--- src/rtl/frame_window_reader_pkg.sv ---
// Shared types and helpers for the frame window reader.
// State encodings, read-mode enum and width helper.
package frame_window_reader_pkg;

    localparam logic [2:0] ST_IDLE   = 3'd0;
    localparam logic [2:0] ST_LOAD   = 3'd1;
    localparam logic [2:0] ST_READY  = 3'd2;
    localparam logic [2:0] ST_KERNEL = 3'd3;
    localparam logic [2:0] ST_DUMP   = 3'd4;

    typedef enum logic {
        MODE_KERNEL = 1'b0,
        MODE_DUMP   = 1'b1
    } mode_e;

    // Bits needed to hold 0..value-1, never less than one.
    function automatic int clog2(input int value);
        int w;
        w = 1;
        while ((1 << w) < value) w++;
        return w;
    endfunction

endpackage

--- src/rtl/frame_window_reader_ram.sv ---
// Single-port no-change frame RAM.
// Output holds its last read while disabled or writing.
module frame_ram_sp
    import frame_window_reader_pkg::*;
#(
    parameter int DW    = 8,
    parameter int AW    = 16,
    parameter int DEPTH = 100
) (
    input  logic          clka,
    input  logic          ena,
    input  logic          wea,
    input  logic [AW-1:0] addra,
    input  logic [DW-1:0] dina,
    output logic [DW-1:0] douta
);

    localparam int IW = clog2(DEPTH);

    logic [DW-1:0] mem [DEPTH];
    logic [IW-1:0] idx;
    logic          unused_addr;

    assign idx         = addra[IW-1:0];
    assign unused_addr = ^addra;

    // Write, or read into the output latch; never both.
    always_ff @(posedge clka) begin
        if (ena) begin
            if (wea) mem[idx] <= dina;
            else     douta    <= mem[idx];
        end
    end

endmodule

--- src/rtl/frame_window_reader.sv ---
// Frame buffer controller: load, K-wide column-strip sweep, dump.
// One-cycle stall-enabled read pipeline in front of the RAM.
module frame_window_reader
    import frame_window_reader_pkg::*;
#(
    parameter int PIXEL_WIDTH  = 8,
    parameter int IMAGE_WIDTH  = 10,
    parameter int IMAGE_HEIGHT = 10,
    parameter int KERNEL_SIZE  = 3,
    parameter int ADDR_WIDTH   = 16
) (
    input  logic                   clk,
    input  logic                   reset,
    input  logic                   i_start_load,
    input  logic                   i_load_valid,
    input  logic [PIXEL_WIDTH-1:0] i_load_data,
    input  logic                   i_start_kernel,
    input  logic                   i_start_dump,
    input  logic                   i_rd_ready,
    output logic                   o_rd_valid,
    output logic [PIXEL_WIDTH-1:0] o_rd_data,
    output logic                   o_rd_eol,
    output logic                   o_rd_last,
    output logic                   o_frame_ready,
    output logic                   o_busy
);

    localparam int N  = IMAGE_WIDTH * IMAGE_HEIGHT;
    localparam int AW = ADDR_WIDTH;
    localparam int NW = clog2(N);
    localparam int CW = clog2(IMAGE_WIDTH);
    localparam int RW = clog2(IMAGE_HEIGHT);
    localparam int KW = clog2(KERNEL_SIZE);

    localparam logic [NW-1:0] N_LAST = NW'(N - 1);
    localparam logic [CW-1:0] C_LAST = CW'(IMAGE_WIDTH - KERNEL_SIZE);
    localparam logic [RW-1:0] R_LAST = RW'(IMAGE_HEIGHT - 1);
    localparam logic [KW-1:0] K_LAST = KW'(KERNEL_SIZE - 1);

    if (KERNEL_SIZE < 1 || KERNEL_SIZE > IMAGE_WIDTH) begin : g_bad_k
        $error("KERNEL_SIZE must be within 1..IMAGE_WIDTH");
    end
    if ((longint'(1) << ADDR_WIDTH) < longint'(N)) begin : g_bad_aw
        $error("ADDR_WIDTH too small for the frame");
    end

    logic [2:0]             state_q, state_d;
    logic [NW-1:0]          lin_q;
    logic [CW-1:0]          c_q;
    logic [RW-1:0]          r_q;
    logic [KW-1:0]          k_q;
    logic [AW-1:0]          base_q;
    logic                   done_q;
    logic                   valid_q, eol_q, last_q;
    logic                   in_rd, adv, rd_issue, we, ram_en;
    logic                   k_end, r_end, c_end, issue_last;
    logic                   rd_end;
    logic [AW-1:0]          kaddr, ram_addr;
    logic [PIXEL_WIDTH-1:0] ram_q;
    mode_e                  mode;

    // Address selection and pipeline advance.
    always_comb begin
        in_rd    = (state_q == ST_KERNEL) || (state_q == ST_DUMP);
        mode     = (state_q == ST_DUMP) ? MODE_DUMP : MODE_KERNEL;
        adv      = !valid_q || i_rd_ready;
        rd_issue = in_rd && !done_q && adv;
        we       = (state_q == ST_LOAD) && i_load_valid;
        ram_en   = we || rd_issue;
        k_end    = (k_q == K_LAST);
        r_end    = (r_q == R_LAST);
        c_end    = (c_q == C_LAST);
        kaddr    = base_q + AW'(c_q) + AW'(k_q);
        ram_addr = (state_q == ST_KERNEL) ? kaddr : AW'(lin_q);
        if (mode == MODE_DUMP) issue_last = (lin_q == N_LAST);
        else                   issue_last = k_end && r_end && c_end;
        rd_end   = valid_q && i_rd_ready && last_q;
    end

    // Next-state decode; load beats kernel beats dump in READY.
    always_comb begin
        state_d = state_q;
        unique case (state_q)
            ST_IDLE: begin
                if (i_start_load) state_d = ST_LOAD;
            end
            ST_LOAD: begin
                if (we && lin_q == N_LAST) state_d = ST_READY;
            end
            ST_READY: begin
                if (i_start_load)        state_d = ST_LOAD;
                else if (i_start_kernel) state_d = ST_KERNEL;
                else if (i_start_dump)   state_d = ST_DUMP;
            end
            ST_KERNEL: begin
                if (rd_end) state_d = ST_READY;
            end
            ST_DUMP: begin
                if (rd_end) state_d = ST_IDLE;
            end
            default: state_d = ST_IDLE;
        endcase
    end

    // State register.
    always_ff @(posedge clk) begin
        if (reset) state_q <= ST_IDLE;
        else       state_q <= state_d;
    end

    // Address counters: cleared on every state change.
    always_ff @(posedge clk) begin
        if (reset || state_d != state_q) begin
            lin_q  <= '0;
            c_q    <= '0;
            r_q    <= '0;
            k_q    <= '0;
            base_q <= '0;
            done_q <= 1'b0;
        end else if (we) begin
            lin_q <= lin_q + 1'b1;
        end else if (rd_issue) begin
            if (issue_last) begin
                done_q <= 1'b1;
            end else if (mode == MODE_DUMP) begin
                lin_q <= lin_q + 1'b1;
            end else if (!k_end) begin
                k_q <= k_q + 1'b1;
            end else begin
                k_q <= '0;
                if (!r_end) begin
                    r_q    <= r_q + 1'b1;
                    base_q <= base_q + AW'(IMAGE_WIDTH);
                end else begin
                    r_q    <= '0;
                    base_q <= '0;
                    c_q    <= c_q + 1'b1;
                end
            end
        end
    end

    // Output flags follow the RAM read by one cycle.
    always_ff @(posedge clk) begin
        if (reset) begin
            valid_q <= 1'b0;
            eol_q   <= 1'b0;
            last_q  <= 1'b0;
        end else if (adv) begin
            valid_q <= rd_issue;
            eol_q   <= rd_issue && (mode == MODE_KERNEL) && k_end;
            last_q  <= rd_issue && issue_last;
        end
    end

    frame_ram_sp #(
        .DW    (PIXEL_WIDTH),
        .AW    (ADDR_WIDTH),
        .DEPTH (N)
    ) u_ram (
        .clka  (clk),
        .ena   (ram_en),
        .wea   (we),
        .addra (ram_addr),
        .dina  (i_load_data),
        .douta (ram_q)
    );

    assign o_rd_valid    = valid_q;
    assign o_rd_data     = valid_q ? ram_q : '0;
    assign o_rd_eol      = eol_q;
    assign o_rd_last     = last_q;
    assign o_frame_ready = (state_q == ST_READY);
    assign o_busy        = (state_q == ST_LOAD) || in_rd;

endmodule
--- config.mk ---
export PLATFORM = sky130hd
export DESIGN_NAME = frame_window_reader
export DESIGN_NICKNAME = d
export VERILOG_FILES = /design/src/rtl/frame_window_reader_pkg.sv /design/src/rtl/frame_window_reader_ram.sv /design/src/rtl/frame_window_reader.sv
export SDC_FILE = /design/constraint.sdc
export NUM_CORES = 1
export LEC_CHECK = 0
export CAP_MARGIN = 10
export CORE_AREA = 2 2 338 340
export DETAILED_ROUTE_END_ITERATION = 8
export DIE_AREA = 0 0 340 342
export GPL_ROUTABILITY_DRIVEN = 0
export GPL_TIMING_DRIVEN = 1
export PLACE_DENSITY = 0.51
export SYNTH_ARGS = -nofsm -noshare
export SYNTH_HDL_FRONTEND = slang
export SYNTH_SLANG_ARGS = --single-unit
--- constraint.sdc ---
create_clock -name clk -period 6.4 [get_ports clk]
set_input_delay 1.6 -clock clk [delete_from_list [all_inputs] [get_ports clk]]
set_output_delay 1.6 -clock clk [all_outputs]
set_load 0.1 [all_outputs]
# == Word-level counts from Yosys, hierarchy flattened ==
# Memory sizes are Yosys's and may differ from the RTL's. A register that Yosys moved wholly into a read port is not among the register bits.
# Index checks and enable logic that the tools add are counted.
# word_totals
reg_bits,40
mem_bits_rw,800
input_bits,15
out_inout_bits,13
word_cells,80
memories,1
# classes
addsub,7
n_eq_ne,10
n_mux,22
bitwise_logic,3
n_reduce_logical,27
# memory_table
name,depth,width,read_ports,rd_clocked_by_memory_dff,write_ports,line_no,source
u_ram.mem,100,8,1,1,1,frame_window_reader_ram.sv:20,logic [DW-1:0] mem [DEPTH];
# op_table
operator,count
$mux W7,5
$mux W3,7
$add A16 B4 Y16 const B,1
$mux W16,1
$pmux W3 S5,1
$logic_and A1 B1 Y1,11
$add A4 B1 Y4 const B,2
$mux W8,1
$add A7 B1 Y7 const B,1
$add A7 B2 Y7,1
$add A7 B4 Y7,1
$eq A7 B7 Y1 const B,1
$eq A3 B2 Y1 const B,2
$reduce_and A3 Y1,2
$reduce_and A6 Y1,1
$logic_or A1 B1 Y1,5
$mux W1,5
$reduce_and A5 Y1,1
$eq A4 B3 Y1 const B,1
$eq A4 B4 Y1 const B,1
$mux W4,1
$reduce_and A4 Y1,1
$reduce_bool A2 Y1,2
$eq A3 B1 Y1 const B,1
10 further kinds,13

# == Longest topological paths before layout ==
# logic_depth
depth_word,7
depth_mapped,15
ltp_nobuf,13

# == Cells and area by module ==
# Synthesis repeated with hierarchy kept, for this count alone.
# unflattened
hier_cells,2171
hier_area_um2,34107.7
# by_module_without_submodules
mod,instances,cells_each,area_per_inst_um2,seq_area_each_um2
frame_ram_sp,1,1871,31557.8,24263.3
frame_window_reader,1,300,2549.9,780.7

# == Worst setup path before layout ==
# Ideal clock, no wire load.
# synth_path
path_type,register to register
from,register c_q[1]
to,memory u_ram.mem[39][0] (enable)
arrival_time_ns,3.481
required_ns,6.030
slack_ns,2.548
stages_incl_launch_ff,14
path_buffers,3
synth_period_minus_slack_ns,3.852
cell_sequence,dfxtp_1 inv_1 fa_1 inv_1 ha_1 fa_1 nand2_1 nand2_1 buf_2 clkbuf_1 and3_1 nand2_1 clkbuf_1 nor2_1
# synth_via
elab_chain_cells,3
# synth_lines
element,line_no,source
start: declaration,frame_window_reader.sv:49,logic [CW-1:0] c_q;
start signal: assignment,frame_window_reader.sv:137,c_q <= c_q + 1'b1;
$add A7 B4 Y7,frame_window_reader.sv:73,kaddr = base_q + AW'(c_q) + AW'(k_q);
$add A7 B2 Y7,frame_window_reader.sv:73,
$mux W7,frame_window_reader.sv:74,ram_addr = (state_q == ST_KERNEL) ? kaddr : AW'(lin_q);
end: declaration,frame_window_reader_ram.sv:20,
# Every way passes these cells.

# == Worst setup path in the final report ==
# layout_path
from,register c_q[1]
to,memory u_ram.mem[67][5] (enable)
# Same word-level chain as after synthesis.

==> out/qor.txt <==
Chip Height -> 342 um
1st-iter DRT viols -> 2029
Buffers on Ports -> 27
Die Area -> 116000 um2
CP startpoint kind -> flop
CTS tree -> done
fin crit period -> 5.13 ns
Post-synth EDFFs -> 808
total number of vias -> 19000
synthesis-stage register bit count -> 838
DRC Markers -> 0
Peak Freq -> 0.195 GHz
arrival time worst endpoint -> 5.36 ns
commonest non-fill, non-tap cell in the layout -> edfxtp_1
GRT met1 Usage -> 20.9%
global route hottest layer -> met2
row cnt -> 124
routed len/inst -> 23.6 um
hpwl dp -> 55.1 mm
most frequent cells in the layout -> 808 x edfxtp_1, 325 x nand2_1, 165 x nand3_1
P&R area growth vs syn -> 15.2%
I/O Pins -> 28
pwr dens -> 291 nW/um2
Clock Latency Late Sink -> 0.66 ns
initial core utilization -> 29.8%
Crit. End Element -> flop
layout cell share with drive strength beyond 1 -> 14.4%
post-CTS setup buffers -> 0
Worst Path Max Fanout -> 9
post-CTS resize count -> 0
GRT Total Usage -> 15.1%
CTS Buf Count -> 89
mapped cell area -> 33700 um2
worst setup margin -> 1.27 ns
setup TNS -> 0 ns
VDD IR max -> 0.180 mV
Pre-Repair DR Iteration Count -> 5
vias in the first global route -> 19100
Worst Path Required -> 6.63 ns
GRT met3 Usage -> 3.18%
global-route wire length before repair -> 130 mm
Mean Syn Cell Area -> 15.9 um2
H-tree levels -> 3
unrepaired setup endpoints after global routing -> false
status -> finished clean
maxcap violations -> 0
CTS Sinks -> 838
Synth Net Count -> 2147
Setup CP Type -> flop to flop
final number of hold-violating endpoints -> 0
hold crit path type -> flop to flop
clk_skew -> 0.0646 ns
Synth Flop Type -> edfxtp_1
clock tree buffer depth -> 3
largest net degree at the start of global routing -> 101
core area -> 113000 um2
Routed Antenna Nets -> 0
Routed Wire Length -> 89.0 mm
Post-synth ARST share -> 0%
fin nets -> 2224
clk slew on worst S/H paths -> 0.05 ns
Worst-Margin Slew -> 1.20 ns
Setup WS pre-CTS -> 1.33 ns
setup violators final -> 0
grt met2 use -> 23.8%
grt total ovfl -> 0
initial antenna violation count -> 2
hold_buf cts -> 0
Slew headroom -> 19.8%
post-synthesis sequential area ratio -> 73.9%
Cells after Synth -> 2120
Chip Width -> 340 um
clock root buffer -> clkbuf_16
vias per cell -> 5.04
Pins Over Slew Limit -> 0
number of synthesis warnings -> 0
P_leak -> 12.9 nW
Final Cycle Share -> 80.1%
Synth cell types -> 61
-- flip-flops by register name, indices dropped and copies added, names as in the netlist, 2 cells and up --
| signal | count |
|---|---|
| u_ram.mem | 800 |
| u_ram.douta | 8 |
| lin_q | 7 |
| base_q | 6 |
| c_q | 4 |
| r_q | 4 |
| state_q | 3 |
| k_q | 2 |
-- stage by stage --
stage,util (%),power (W),instances,hold slack [ns],instance area (um2)
finish,34.3,0.0113,3779,0.499,38800
global route,34.3,0.0116,3777,0.542,38800
CTS,34.3,0.0114,3777,0.498,38800
detailed placement,31.8,0.00645,3618,0.491,36000
global placement,31.8,0.00644,3617,0.481,35900
floorplan,-,0.00628,2120,0.460,33700
-- final timing paths --
path               start               end  slack (ns)  cells past startpoint
hold / removal    k_q[1]            k_q[1]        0.50                      2
setup reg to reg  c_q[1]  u_ram.mem[67][5]        1.27                     10
hold reg to reg   k_q[1]            k_q[1]        0.50                      2
setup / recovery  c_q[1]  u_ram.mem[67][5]        1.27                     10
-- metal layers --
layer  share of wire (%)  vias to the layer above  routed length (um)
li1                    -                     8364                   -
met1                  43                     9798               38700
met2                  46                      715               40800
met3                 7.5                      161                6720
met4                 3.2                        0                2870
met5                   0                        -                   0
-- synth_stat cells, types with 6 or more instances --
library cell	count	area, um2
a21oi_1	28	140
a221o_1	7	70.1
a221oi_1	10	87.6
a22o_1	14	123
a22oi_1	36	270
a311oi_1	8	70.1
a31oi_1	22	138
a32oi_1	7	61.3
and2_1	12	75.1
and3_1	19	119
buf_2	26	130
buf_4	22	165
buf_6	6	67.6
clkbuf_1	64	240
dfxtp_1	30	601
edfxtp_1	808	24300
ha_1	10	125
inv_1	11	41.3
mux2i_1	104	1040
mux4_2	96	2160
nand2_1	326	1220
nand2b_1	6	37.5
nand3_1	166	831
nand4_1	24	150
nor2_1	134	503
nor2b_1	16	100
nor3_1	14	70.1
o21ai_0	13	65.1
o32ai_1	8	70.1
xor2_1	9	78.8
-- cell families after synthesis --
kind of cell	synth area share (%)
buffers and inverters	1.97
xor gates and xnor gates	0.312
adders and majority gates	0.491
AOI/OAI and AO/OA	3.84
DFF	73.9
muxes	9.69
and+or+nand+nor	9.82
-- final cells by class --
cell class | count | area (um2)
Fill cell | 10800 | 74300
Sequential cell | 838 | 24900
Multi-Input combinational cell | 1148 | 8220
Clock buffer | 111 | 2330
Tap cell | 1512 | 1890
Timing Repair Buffer | 109 | 948
Clock inverter | 48 | 462
Inverter | 11 | 41.3
Antenna cell | 2 | 5.00
-- worst max-delay path, stage by stage, from the launching register on --
cell and delay, ns:
dfxtp_1 0.38, inv_1 0.09, fa_1 0.54, inv_1 0.05
ha_1 0.23, fa_1 0.58, xor2_1 0.21, mux2i_1 0.77
nor2b_1 0.79, nand2_1 0.41, nor2_1 0.71
-- report_power, final --
| part | internal [W] | total, W | leakage [nW] | switching, W |
|---|---|---|---|---|
| sequential | 0.00601 | 0.00602 | 7.50 | 0.00000408 |
| clock | 0.00283 | 0.00495 | 1.36 | 0.00211 |
| combinational | 0.0000845 | 0.000309 | 4.05 | 0.000224 |
| total | 0.00893 | 0.0113 | 12.9 | 0.00234 |
Power figures use the tool's default switching activity.
